### config.mk
export PLATFORM = sky130hd
export DESIGN_NAME = mxu_tile_sched
export DESIGN_NICKNAME = d
export VERILOG_FILES = /design/src/rtl/mxu_tile_sched.sv
export SDC_FILE = /design/constraint.sdc
export NUM_CORES = 1
export LEC_CHECK = 0
export ABC_AREA = 0
export CAP_MARGIN = 20
export CORE_UTILIZATION = 30
export DETAILED_ROUTE_END_ITERATION = 10
export SYNTH_ARGS = -nofsm -noshare
export SYNTH_HDL_FRONTEND = slang
export SYNTH_SLANG_ARGS = --single-unit
### constraint.sdc
create_clock -name clk -period 4.56 [get_ports clk]
set_input_delay 0.684 -clock clk [delete_from_list [all_inputs] [get_ports clk]]
set_output_delay 0.684 -clock clk [all_outputs]
set_load 0.05 [all_outputs]
### src/rtl/mxu_tile_sched.sv
// One GEMM pass: preload the first weight tile, stream featuremap rows while the next weight tile loads, drain, done.
// Outputs register one cycle after each issue decision. A high hold suppresses the following cycle's issue and freezes all indices.
module mxu_tile_sched #(
    parameter int SZI          = 8,
    parameter int SZJ          = 8,
    parameter int DIM_W        = 16,
    parameter int ADDR_W       = 20,
    parameter int DRAIN_CYCLES = 24
) (
    input  logic              clk,
    input  logic              reset,
    input  logic              start,
    input  logic [DIM_W-1:0]  cfg_m,
    input  logic [DIM_W-1:0]  cfg_ktiles,
    input  logic [DIM_W-1:0]  cfg_ntiles,
    input  logic              hold,
    output logic              busy,
    output logic              done,
    output logic              a_rd_en,
    output logic [ADDR_W-1:0] a_rd_addr,
    output logic              b_rd_en,
    output logic [ADDR_W-1:0] b_rd_addr,
    output logic              info_valid,
    output logic              info_new_tile_k,
    output logic              info_first_tile_k,
    output logic              info_last_tile_k
);

    if (SZI < 2 || SZJ < 1) begin : g_bad_params
        $error("mxu_tile_sched: SZI must be >= 2 and SZJ >= 1");
    end

    typedef enum logic [2:0] {IDLE, PRELOAD, STREAM, DRAIN, DONE} state_t;

    localparam logic [DIM_W-1:0]  ONE     = DIM_W'(1);
    localparam logic [DIM_W-1:0]  SZI_D   = DIM_W'(SZI);
    localparam logic [DIM_W-1:0]  DRAIN_L = DIM_W'(DRAIN_CYCLES - 1);
    localparam logic [ADDR_W-1:0] SZI_A   = ADDR_W'(SZI);

    state_t             state, state_nxt;
    logic [DIM_W-1:0]   m_q, kt_tot, nt_tot, m_nxt, kt_tot_nxt, nt_tot_nxt;
    logic [DIM_W-1:0]   pcnt, pcnt_nxt, kt, kt_nxt, nt, nt_nxt;
    logic [ADDR_W-1:0]  a_base, a_base_nxt, b_base, b_base_nxt;
    logic [DIM_W-1:0]   phase_last;
    logic               kt_last, last_tile;

    logic               busy_nxt, done_nxt, a_en_nxt, b_en_nxt;
    logic [ADDR_W-1:0]  a_addr_nxt, b_addr_nxt;
    logic               vld_nxt, new_k_nxt, first_k_nxt, last_k_nxt;

    // A phase lasts long enough for both the M rows and the SZI-vector weight load.
    assign phase_last = ((m_q > SZI_D) ? m_q : SZI_D) - ONE;
    assign kt_last    = (kt == kt_tot - ONE);
    assign last_tile  = kt_last && (nt == nt_tot - ONE);

    always_comb begin
        state_nxt   = state;
        m_nxt       = m_q;
        kt_tot_nxt  = kt_tot;
        nt_tot_nxt  = nt_tot;
        pcnt_nxt    = pcnt;
        kt_nxt      = kt;
        nt_nxt      = nt;
        a_base_nxt  = a_base;
        b_base_nxt  = b_base;
        busy_nxt    = busy;
        done_nxt    = 1'b0;
        a_en_nxt    = 1'b0;
        a_addr_nxt  = '0;
        b_en_nxt    = 1'b0;
        b_addr_nxt  = '0;
        vld_nxt     = 1'b0;
        new_k_nxt   = 1'b0;
        first_k_nxt = 1'b0;
        last_k_nxt  = 1'b0;

        case (state)
            IDLE: begin
                // done is still high in the cycle after DONE; a start there is dropped.
                if (start && !done) begin
                    m_nxt      = cfg_m;
                    kt_tot_nxt = cfg_ktiles;
                    nt_tot_nxt = cfg_ntiles;
                    busy_nxt   = 1'b1;
                    pcnt_nxt   = '0;
                    kt_nxt     = '0;
                    nt_nxt     = '0;
                    a_base_nxt = '0;
                    b_base_nxt = '0;
                    if (cfg_m == '0 || cfg_ktiles == '0 || cfg_ntiles == '0) begin
                        state_nxt = DONE;
                    end else begin
                        state_nxt = PRELOAD;
                        b_en_nxt  = 1'b1;
                        pcnt_nxt  = ONE;
                    end
                end
            end
            PRELOAD: begin
                if (!hold) begin
                    b_en_nxt   = 1'b1;
                    b_addr_nxt = ADDR_W'(pcnt);
                    if (pcnt == SZI_D - ONE) begin
                        pcnt_nxt  = '0;
                        state_nxt = STREAM;
                    end else begin
                        pcnt_nxt = pcnt + ONE;
                    end
                end
            end
            STREAM: begin
                if (!hold) begin
                    if (pcnt < m_q) begin
                        a_en_nxt    = 1'b1;
                        a_addr_nxt  = a_base + ADDR_W'(pcnt);
                        vld_nxt     = 1'b1;
                        new_k_nxt   = (pcnt == '0);
                        first_k_nxt = (kt == '0);
                        last_k_nxt  = kt_last;
                    end
                    if (pcnt < SZI_D && !last_tile) begin
                        b_en_nxt   = 1'b1;
                        b_addr_nxt = b_base + SZI_A + ADDR_W'(pcnt);
                    end
                    if (pcnt == phase_last) begin
                        pcnt_nxt   = '0;
                        b_base_nxt = b_base + SZI_A;
                        if (last_tile) begin
                            state_nxt = DRAIN;
                        end else if (kt_last) begin
                            kt_nxt     = '0;
                            nt_nxt     = nt + ONE;
                            a_base_nxt = '0;
                        end else begin
                            kt_nxt     = kt + ONE;
                            a_base_nxt = a_base + ADDR_W'(m_q);
                        end
                    end else begin
                        pcnt_nxt = pcnt + ONE;
                    end
                end
            end
            DRAIN: begin
                if (pcnt == DRAIN_L) begin
                    pcnt_nxt  = '0;
                    state_nxt = DONE;
                end else begin
                    pcnt_nxt = pcnt + ONE;
                end
            end
            DONE: begin
                done_nxt  = 1'b1;
                busy_nxt  = 1'b0;
                state_nxt = IDLE;
            end
            default: state_nxt = IDLE;
        endcase
    end

    always_ff @(posedge clk) begin
        if (reset) begin
            state             <= IDLE;
            m_q               <= '0;
            kt_tot            <= '0;
            nt_tot            <= '0;
            pcnt              <= '0;
            kt                <= '0;
            nt                <= '0;
            a_base            <= '0;
            b_base            <= '0;
            busy              <= 1'b0;
            done              <= 1'b0;
            a_rd_en           <= 1'b0;
            a_rd_addr         <= '0;
            b_rd_en           <= 1'b0;
            b_rd_addr         <= '0;
            info_valid        <= 1'b0;
            info_new_tile_k   <= 1'b0;
            info_first_tile_k <= 1'b0;
            info_last_tile_k  <= 1'b0;
        end else begin
            state             <= state_nxt;
            m_q               <= m_nxt;
            kt_tot            <= kt_tot_nxt;
            nt_tot            <= nt_tot_nxt;
            pcnt              <= pcnt_nxt;
            kt                <= kt_nxt;
            nt                <= nt_nxt;
            a_base            <= a_base_nxt;
            b_base            <= b_base_nxt;
            busy              <= busy_nxt;
            done              <= done_nxt;
            a_rd_en           <= a_en_nxt;
            a_rd_addr         <= a_addr_nxt;
            b_rd_en           <= b_en_nxt;
            b_rd_addr         <= b_addr_nxt;
            info_valid        <= vld_nxt;
            info_new_tile_k   <= new_k_nxt;
            info_first_tile_k <= first_k_nxt;
            info_last_tile_k  <= last_k_nxt;
        end
    end

endmodule

==> flow_summary.toml <==
[cts]
cts-root-buf = "clkbuf_16"
cts_buffers = 17
cts.clk_slew.worst_paths_ps = 80
cts-htree-levels = 4
cts_buffer_depth = 2
clock-sinks = 183
cts_tree = "built"
postCtsHoldBufs = 0
clock_latency_ps = 450

[die]
core_area_um2 = 40800
die-height_um = 206
rows = 74
chipWidth_um = 206
pin_count = 100
start_util_pct = 30.5
dieArea_um2 = 42300

[grt]
grt-ovfl-total = 0
grt_pass1_wl_um = 57900
met3_usage_pct = 2.77
grt_max_degree = 67
grt_pass1_vias = 11113
grt_use_total_pct = 17.0
use_met1_pct = 23.1
top_usage_layer = "met2"
antenna_found_initial = 1
grtUsageMet2_pct = 27.4

[logic_synthesis]
syn_inst = 1606
synth-main-ff-cell = "dfxtp_1"
synth_top_cell_area_share_pct = 29.5
synth_most_common_cell = "nand2_1"
synth_seq_cells = 183
synth.distinct_cells = 85
synthArstFlopShare_pct = 0
yosysWarnings = 0
avgSynthCellArea_um2 = 7.74
synth_edf_count = 0
synth_common_cells = "nand2_1, dfxtp_1, nor2_1, a21oi_1, clkbuf_1"
seq_area_frac_synth_pct = 29.5
synthesis.area_um2 = 12400
yosys-top-cells-area = "dfxtp_1, ha_1, nand2_1"
synth_nets = 1729
yosysTopAreaCell = "dfxtp_1"

[sta]
fin_crit_sh_pct = 96.8
tightest_slew_ps = 860
slew_viol_final = 0
finalHoldViolations = 0
fmax_ghz = 0.227
finalCriticalPeriod_ps = 4410
setup_viol = 0
final.setup.worst_slack_ps = 146
skew_ps = 9.83
hold_slack_ps = 478
fin_setup_tns_ps = 0
slew_headroom_pct = 42.1

[finish]
final_core_utilization_pct = 35.9
nNetsFinal = 1799
multi_input_area_um2 = 8220
regArea_um2 = 3660
layout-drive-gt1-share_pct = 6.87
areaGrowthSynthToFinish_pct = 17.9
num-fill-cells = 4188

[pwr]
p_per_area_nw_per_um2 = 321
p_leak_nw = 5.70
peakVddDrop_mv = 0.242

[drt]
vias = 11989
drt_first_pass_iters = 6
vias_per_cell = 5.40
wirelength_um = 35800
drtIter0Drc = 925
drc = 0
wire_per_inst_um = 16.1
postRouteAntennaNets = 0

[placement]
dp_hpwl_um = 26700
port_buffers = 99
gp_congestion = 0.892
dp_slack_ps = 16.2

[setup_path]
critPathMaxFanout = 13
worstPathArrival_ps = 4780
cp-start-kind = "flip-flop"
cp_cell_sequence = "or4_4 -> or4_4 -> o21ai_2 -> ha_1 -> or3b_2 -> nor3b_2 -> and3_1 -> a211o_1 -> nand3_2 -> a211oi_4 -> buf_4 -> nand3_4 -> a21oi_4 -> buf_12 -> mux2i_1"
critPathTopFamily = "simple AND/OR/NAND/NOR gates"
crit_top_cell = "or4_4"
critPathRequiredTime_ps = 4930
crit_buf_inv = 2
critPathMaxStageDelay_ps = 580
critPathCaptureType = "flip-flop"
crit_type = "flip-flop to flip-flop"
cp_slowest_cell = "or4_4"

[run]
maxCapViolations = 0

[run_status]
status = "completed"

[hold_path]
hold_class = "flip-flop to flip-flop"
## registers in the layout, summed over array words and instances (netlist names), 3 cells and up
| register | flops |
|---|---|
| a_base | 20 |
| kt | 16 |
| nt_tot | 16 |
| kt_tot | 16 |
| a_rd_addr | 20 |
| b_rd_addr | 20 |
| state | 3 |
| nt | 16 |
| pcnt | 16 |
| m_q | 16 |
| b_base | 17 |
## metal layers
metal	vias up	part of all wire (%)
li1	5927	-
met1	5673	48
met2	345	46
met3	44	5.0
met4	0	1.8
met5	-	0
## final timing paths
kind	start	end	slack, ps	cells after the start
min reg2reg	kt_tot[15]	kt_tot[15]	480	2
max	m_q[12]	a_base[5]	150	15
min	kt_tot[15]	kt_tot[15]	480	2
max reg2reg	m_q[12]	a_base[5]	150	15
## power by group
group / internal (mW) / switching (mW) / leakage (nW) / total, mW
Combinational: 0.589 / 0.892 / 3.95 / 1.48
Sequential: 1.67 / 0.110 / 1.48 / 1.78
Clock: 0.762 / 0.680 / 0.265 / 1.44
## worst min-delay path, stage by stage, from the launching register on
cell     delay [ps]
dfxtp_1         320
nand2_1          60
a21oi_1          60
## cells by family after synthesis
| group | after synthesis | synth area share [%] |
|---|---|---|
| compound gates | 365 | 19.1 |
| xor+xnor | 114 | 8.03 |
| fa+ha+maj | 71 | 7.26 |
| buf+inv | 151 | 4.91 |
| flops | 183 | 29.5 |
| mux | 37 | 2.99 |
| simple gates | 685 | 28.3 |
## metrics by stage
| step | instances | total power [mW] | cell area, um^2 |
|---|---|---|---|
| after global routing | 2221 | 4.96 | 14700 |
| after CTS | 2216 | 4.69 | 14600 |
| after floorplan | 1606 | 2.83 | 12400 |
| final | 2221 | 4.70 | 14700 |
| after global placement | 2185 | 3.21 | 14000 |
| after detailed placement | 2185 | 3.24 | 14000 |
## area by class of cell
class,instances,share of cell area [%]
Multi-Input combinational cell,1272,56.0
Tap cell,532,4.54
Clock buffer,19,3.02
Inverter,56,1.43
Clock inverter,12,0.708
Antenna cell,1,0.0171
Timing Repair Buffer,146,9.26
Sequential cell,183,25.0
## placed cells by master (no fill, tap or decap), types with 6 or more instances in the layout
master,n
nand2_1,197
or2_2,9
inv_1,56
and2_1,17
a211o_1,9
or4_1,14
mux2i_1,36
buf_4,46
o2111ai_1,9
and3_1,29
a31oi_1,24
o31ai_1,18
ha_1,69
nand3_1,51
nor4_1,37
xnor2_1,59
dfxtp_1,183
o21ai_0,61
nand4b_1,7
a21o_1,16
o31a_1,6
a211oi_1,16
nand4_1,24
clkbuf_16,17
a22oi_1,14
a2111oi_0,6
o21a_1,6
nor3b_1,8
xor2_1,55
nor3_1,48
or3_1,30
nand2b_1,30
nor2b_1,12
nand3b_1,7
nor2_1,133
a21oi_1,119
clkdlybuf4s50_1,98
## repair_timing
item / CTS / global route
pin swaps: 0 / 2
buffers inserted: 0 / 3
resized for setup: 1 / 8
hold endpoints to repair: 0 / 0
endpoints found under the setup margin: 1 / 78
No activity file was read; power rests on OpenSTA's default activity.
